--- src/rtl/rega_pkg.sv ---
// Shared encodings for the irrigation sequencer: FSM states, mef1 output codes
// and the bit positions of the two irrigation valves inside rega.
package rega_pkg;

    typedef enum logic [2:0] {
        OCIOSO   = 3'd0,
        ENCHENDO = 3'd1,
        REGANDO  = 3'd2,
        LIMPANDO = 3'd3,
        ERRO     = 3'd4
    } estado_t;

    localparam logic [1:0] MEF_OCIOSO = 2'b00;
    localparam logic [1:0] MEF_ENCH   = 2'b01;
    localparam logic [1:0] MEF_LIMP   = 2'b10;
    localparam logic [1:0] MEF_REGA   = 2'b11;

    localparam int REGA_ASP = 1;
    localparam int REGA_GOT = 0;

    // ERRO deliberately shares the idle code; the fault is flagged on erro.
    function automatic logic [1:0] mef_code(input estado_t e);
        case (e)
            ENCHENDO: mef_code = MEF_ENCH;
            REGANDO:  mef_code = MEF_REGA;
            LIMPANDO: mef_code = MEF_LIMP;
            default:  mef_code = MEF_OCIOSO;
        endcase
    endfunction

endpackage

--- src/rtl/controlador_rega_contador.sv ---
// contador_rega: CNT_W duration counter with clear, enable/hold and a
// terminal-count flag against a limit chosen at run time by the FSM.
module contador_rega #(
    parameter int CNT_W = 8
) (
    input  logic             clk,
    input  logic             reset,
    input  logic             clr_i,
    input  logic             en_i,
    input  logic [CNT_W-1:0] limite_i,
    output logic             tc_o
);

    logic [CNT_W-1:0] cnt_q, cnt_d;

    always_comb begin
        cnt_d = cnt_q;
        if (clr_i)
            cnt_d = '0;
        else if (en_i)
            cnt_d = cnt_q + CNT_W'(1);
    end

    always_ff @(posedge clk) begin
        if (reset)
            cnt_q <= '0;
        else
            cnt_q <= cnt_d;
    end

    assign tc_o = (cnt_q == limite_i);

endmodule

--- src/rtl/controlador_rega.sv ---
// controlador_rega: Moore sequencer for tank fill, sprinkler/drip irrigation,
// cleaning and fault latching. Optional fill watchdog: ENCHIMENTO_TIMEOUT_EN.
module controlador_rega
    import rega_pkg::*;
#(
    parameter int T_REGA = 100,
    parameter int T_LIMP = 50,
    parameter int T_ENCH = 200,
    parameter int CNT_W  = 8
) (
    input  logic       clk,
    input  logic       reset,
    input  logic       asp,
    input  logic       got,
    input  logic       limpeza,
    input  logic       nivel_min,
    input  logic       nivel_max,
    input  logic       ack_erro,
    output logic [1:0] mef1,
    output logic [1:0] rega,
    output logic       VE,
    output logic       dreno,
    output logic       erro
);

    localparam logic [CNT_W-1:0] LIM_REGA = CNT_W'(T_REGA - 1);
    localparam logic [CNT_W-1:0] LIM_LIMP = CNT_W'(T_LIMP - 1);
    localparam int MAX_RL = (T_REGA > T_LIMP) ? T_REGA : T_LIMP;
    localparam int MAX_T  = (MAX_RL > T_ENCH) ? MAX_RL : T_ENCH;

    estado_t          estado_q, estado_d;
    logic             modo_q, modo_d;
    logic             cnt_clr, cnt_en, cnt_tc;
    logic [CNT_W-1:0] cnt_lim;
    logic [1:0]       mef1_q, mef1_d, rega_q, rega_d;
    logic             ve_q, ve_d, dreno_q, dreno_d, erro_q, erro_d;

    contador_rega #(.CNT_W(CNT_W)) u_cnt (
        .clk      (clk),
        .reset    (reset),
        .clr_i    (cnt_clr),
        .en_i     (cnt_en),
        .limite_i (cnt_lim),
        .tc_o     (cnt_tc)
    );

`ifdef ENCHIMENTO_TIMEOUT_EN
    localparam logic [CNT_W-1:0] LIM_ENCH = CNT_W'(T_ENCH - 1);
    logic ench_tc;

    // Held at zero outside ENCHENDO, so every fill attempt starts from 0.
    contador_rega #(.CNT_W(CNT_W)) u_cnt_ench (
        .clk      (clk),
        .reset    (reset),
        .clr_i    (estado_q != ENCHENDO),
        .en_i     (estado_q == ENCHENDO),
        .limite_i (LIM_ENCH),
        .tc_o     (ench_tc)
    );
`endif

    always_comb begin
        estado_d = estado_q;
        modo_d   = modo_q;
        cnt_clr  = 1'b0;
        cnt_en   = 1'b0;
        cnt_lim  = LIM_REGA;
        case (estado_q)
            OCIOSO: begin
                // Idle also scrubs any count left behind by an aborted run.
                cnt_clr = 1'b1;
                if (asp && got)
                    estado_d = ERRO;
                else if (limpeza)
                    estado_d = LIMPANDO;
                else if (asp ^ got) begin
                    modo_d   = asp;
                    estado_d = nivel_min ? REGANDO : ENCHENDO;
                end
            end
            ENCHENDO: begin
                if (nivel_max)
                    estado_d = REGANDO;
`ifdef ENCHIMENTO_TIMEOUT_EN
                else if (ench_tc) begin
                    estado_d = ERRO;
                    cnt_clr  = 1'b1;
                end
`endif
            end
            REGANDO: begin
                cnt_en = 1'b1;
                if (asp && got)
                    estado_d = ERRO;
                else if (cnt_tc) begin
                    cnt_clr  = 1'b1;
                    estado_d = OCIOSO;
                end else if (!nivel_min)
                    estado_d = ENCHENDO;
            end
            LIMPANDO: begin
                cnt_lim = LIM_LIMP;
                cnt_en  = 1'b1;
                if (cnt_tc) begin
                    cnt_clr  = 1'b1;
                    estado_d = OCIOSO;
                end
            end
            ERRO: begin
                cnt_clr = 1'b1;
                if (ack_erro && !asp && !got)
                    estado_d = OCIOSO;
            end
            default: estado_d = OCIOSO;
        endcase
    end

    // Outputs are decoded from the next state and registered alongside it.
    always_comb begin
        mef1_d  = mef_code(estado_d);
        rega_d  = 2'b00;
        if (estado_d == REGANDO) begin
            if (modo_d)
                rega_d[REGA_ASP] = 1'b1;
            else
                rega_d[REGA_GOT] = 1'b1;
        end
        ve_d    = (estado_d == ENCHENDO);
        dreno_d = (estado_d == LIMPANDO);
        erro_d  = (estado_d == ERRO);
    end

    always_ff @(posedge clk) begin
        if (reset) begin
            estado_q <= OCIOSO;
            modo_q   <= 1'b0;
            mef1_q   <= 2'b00;
            rega_q   <= 2'b00;
            ve_q     <= 1'b0;
            dreno_q  <= 1'b0;
            erro_q   <= 1'b0;
        end else begin
            estado_q <= estado_d;
            modo_q   <= modo_d;
            mef1_q   <= mef1_d;
            rega_q   <= rega_d;
            ve_q     <= ve_d;
            dreno_q  <= dreno_d;
            erro_q   <= erro_d;
        end
    end

    assign mef1  = mef1_q;
    assign rega  = rega_q;
    assign VE    = ve_q;
    assign dreno = dreno_q;
    assign erro  = erro_q;

    a_ve_rega:   assert property (@(posedge clk) !(VE && (|rega)));
    a_rega_one:  assert property (@(posedge clk) rega != 2'b11);
    a_dreno:     assert property (@(posedge clk) dreno |-> (rega == 2'b00 && !VE));
    a_cnt_width: assert property (@(posedge clk) (2 ** CNT_W) > MAX_T);

endmodule
--- config.mk ---
export PLATFORM = sky130hd
export DESIGN_NAME = controlador_rega
export DESIGN_NICKNAME = d
export VERILOG_FILES = /design/src/rtl/rega_pkg.sv /design/src/rtl/controlador_rega_contador.sv /design/src/rtl/controlador_rega.sv
export SDC_FILE = /design/constraint.sdc
export NUM_CORES = 1
export LEC_CHECK = 0
export BUFFER_PORTS_ARGS = -buffer_cell sky130_fd_sc_hd__buf_2
export CORE_UTILIZATION = 47
export CTS_CLUSTER_SIZE = 16
export DETAILED_ROUTE_END_ITERATION = 16
export HOLD_SLACK_MARGIN = 0.03
export PLACE_DENSITY = 0.72
export SYNTH_ARGS = -nofsm -noshare
export SYNTH_HDL_FRONTEND = slang
export SYNTH_SLANG_ARGS = --single-unit
--- constraint.sdc ---
create_clock -name clk -period 1.6 [get_ports clk]
set_input_delay 0.16 -clock clk [delete_from_list [all_inputs] [get_ports clk]]
set_output_delay 0.16 -clock clk [all_outputs]
set_load 0.03 [all_outputs]
==> impl_results.md <==
* Power, Total at 1.118 mW
* Die footprint at 1982 um^2
* DRC errors left at 0
* Mux cell area share after synthesis at 5.891%
* Final WS setup at -56.56 ps
* Mapped Nets at 101
* Hold Path Stages at 2
* Sequential Power Share at 47.7%
* Top-area cell type share of the netlist area at approximately 45%
* Post-synth top area cell: dfxtp_1
* Largest family of logic cells by synthesized area: simple AND/OR/NAND/NOR gates
* Synth Area in Compound Gates at 8.837%
* Ys async rst share at 0%
* Mean Syn Cell Area at roughly 9.3 um^2
* Tightest Pin Transition at 296.9 ps
* Switching Share at 32.51%
* Die height at 44.52 um
* Initial antenna violation count at 0
* Root buf cell: clkbuf_4
* Arr. time, crit path at 1890 ps
* Max-slew violation count at 0
* Clk slew on worst S/H paths at 110 ps
* Post-Synth Adder-Cell Area at 2.946%
* Simple-gate area share of the yosys netlist at 27.84%
* Total GRT Usage at 20.25%
* # rows at 14
* Mapped cell area at 849.6 um^2
* Gate Count Post-Synth at 91
* IO Count at 15
* Critical Path End: rega[0]
* Share of cells above drive strength 1 at 36.44%
* Synth warnings at 0
* DR WL/cell at 12.61 um
* RSZ-0062 raised after global routing: true
* Crit path kind: reg -> reg
* Comb pwr share at 31.2%
* GR Util met1 at 24.05%
* Clock power frac at 21.1%
* Post-synth EDFFs at 0
* Reg2reg setup slack at -60 ps
* Final hold violation count at 0
* H-tree depth at 1
* Int Pwr at 0.7545 mW
* Met3 usage at 2.857%
* Max Fclk at 603.7 MHz
* Fillers at 155
* Core region area at 1594 um^2
* Worst min-delay path category: in -> reg
* Worst Path Required at around 1800 ps
* ANT cells at 0
* Initial Utilization at around 53%
* Synth cell count leaders: dfxtp_1, nor2_1, xor2_1, mux2i_1
* Crit Reg-Reg Startpoint: estado_q[0]
* Status: finished with violations
* Final Net Count at 129
* Endpoints failing setup at 10
* Dpl hpwl at 1.326 mm
* Slew HR at 80.17%
* GR Util met2 at 35.59%
* CP Max Fanout at 3
* P&R area growth vs syn at 26.66%
* PortBufs at 14
* CP startpoint kind: flip-flop
* Most frequently used flop master after synthesis: dfxtp_1
* Final Skew at ~1.5 ps
* Post-place setup slack at -119.1 ps
* Minimum clock period at 1657 ps
* FF+latch count, synth at 19
* First-pass GRT wire length at between 2 and 3 mm
* Routed via count at 731
* Clk_lat worst skew at 290 ps
* CTS tree: built
* Switching Power at 0.3634 mW
* Final worst path period share at 103.5%
* Overflow after GRT at 0
* Sequential area share after synthesis at 44.77%
* Peak supply drop at 756.0 uV
* Post-DRT Antenna Nets at 0
* Vias per cell at 5.148
* Yosys cell types at 33
* Gp weighted congestion at 0.7477
* Pwr per Cell Area at 1039 nW/um^2
* DRT Pass-1 Iters at 6
* Crit. End Element: flip-flop
* CTS Buf Count at 3
* Failing checks: negative setup slack
* R2R cell count at 4
* Post-Route Setup TNS at -145.0 ps
* Clock sink count at 19
* Largest net degree at the start of global routing at 12
* Top area cells in the synthesized netlist: dfxtp_1, nor2_1, xor2_1
* Post-Synth XOR/XNOR Area at 7.216%
* Number of max-cap violations at 0
* GRT Max-Usage Layer: met2
* Die width at 44.52 um
* Routed wire length at 1.791 mm
* DRT iter0 DRCs at 9
* P_leak at 0.4638 nW
* Setup crit start: estado_q[0]
* Vias in the first global route at 748
* Reg2reg end: rega[0]
* Max Buffers Root-to-Sink at 2
## routing by layer
layer  vias to the layer above  share of wire (%)  wire (um)
met5                         -                  0          0
met4                         0                1.6         28
met3                         4                2.5         45
met2                        13                 50        888
met1                       343                 46        828
li1                        371                  -          -
## final cells by class
type / instances / area (um^2) / share of cell area [%]
clock buffers: 3 / 22.52 / 2.093
flip-flops and latches: 19 / 382.9 / 35.58
clock inverters: 1 / 5.005 / 0.4651
repair buffers: 25 / 152.6 / 14.19
inverters: 2 / 8.758 / 0.8140
multi-input cells: 68 / 474.2 / 44.07
well taps: 24 / 30.03 / 2.791
## layout by cell type, fill, tap and decap left out
| cell type | netlist | layout |
|---|---|---|
| nor3b_1 | 1 | 1 |
| mux2i_2 | 0 | 2 |
| o21ai_0 | 1 | 1 |
| clkbuf_4 | 0 | 3 |
| clkinv_2 | 1 | 2 |
| buf_2 | 1 | 14 |
| or4_4 | 1 | 1 |
| nand2b_1 | 1 | 1 |
| and4_1 | 1 | 1 |
| nor2b_1 | 2 | 2 |
| nor2_2 | 0 | 3 |
| and3_1 | 2 | 2 |
| dfxtp_2 | 0 | 2 |
| a311o_2 | 0 | 1 |
| xor2_1 | 6 | 6 |
| inv_1 | 1 | 1 |
| xnor2_1 | 1 | 1 |
| nand3b_1 | 2 | 2 |
| ha_1 | 2 | 2 |
| nor3b_4 | 0 | 1 |
| nor3_1 | 2 | 2 |
| nor4b_1 | 1 | 1 |
| a21o_1 | 1 | 1 |
| o21bai_1 | 1 | 1 |
| nor2_1 | 19 | 16 |
| and3b_1 | 1 | 1 |
| nand3_1 | 3 | 3 |
| buf_4 | 1 | 11 |
| mux2i_1 | 5 | 3 |
| nand4_1 | 2 | 2 |
| a21oi_1 | 3 | 3 |
| nand2_1 | 3 | 3 |
| dfxtp_1 | 19 | 17 |
| nor3b_2 | 2 | 1 |
| o21a_1 | 1 | 1 |
| a31oi_1 | 1 | 1 |
| o21ai_2 | 0 | 1 |
| o221a_2 | 1 | 1 |
## how the worst min path moves through the flow
stage / startpoint / end / slack, ps
floorplan: reset / estado_q[0] / 230
global placement: reset / estado_q[0] / 430
detailed placement: reset / estado_q[0] / 430
CTS: reset / estado_q[2] / 110
global route: reset / estado_q[2] / 110
finish: reset / estado_q[2] / 130
## state kept, by name, indices dropped and copies added, names as in the netlist
| name | count |
|---|---|
| rega | 2 |
| dreno | 1 |
| estado_q | 3 |
| erro | 1 |
| u_cnt.cnt_q | 8 |
| mef1 | 2 |
| VE | 1 |
| modo_q | 1 |
## critical path, cell delays in order (launching register included)
cell	delay [ps]
dfxtp_1	330
or4_4	560
nor3b_4	210
mux2i_2	320
and3_1	200
## stage by stage
stage | cells | cell area [um^2] | hold WS (ps) | utilization, %
floorplan | 91 | 849.6 | 232.4 | -
global placement | 137 | 1012 | 429.7 | 63.50
detailed placement | 137 | 1012 | 433.6 | 63.50
CTS | 141 | 1054 | 114.3 | 66.09
global route | 142 | 1076 | 114.8 | 67.50
finish | 142 | 1076 | 125.2 | 67.50
## power groups by stage
stage	clock network [mW]	registers, mW	logic [mW]
after detailed placement	0	0.543	0.327
after CTS	0.247	0.534	0.337
after global placement	0	0.541	0.318
after global routing	0.265	0.539	0.378
after floorplan	0	0.604	0.168
final	0.235	0.533	0.349
## logic make-up (layout without fill, tap and decap cells)
family / Yosys count / in the layout
and+or+nand+nor: 43 / 43
DFF: 19 / 19
AOI/OAI and AO/OA: 11 / 11
xor gates and xnor gates: 7 / 7
muxes: 5 / 5
buffers and inverters: 4 / 31
adders and majority gates: 2 / 2
## what timing repair did
action	in CTS	in global routing
hold endpoints to repair	0	0
pin swaps	9	7
setup endpoints to repair	7	13
setup buffers	0	1
gates resized for setup	5	5
hold buffers	0	0
Power figures use the tool's default switching activity.
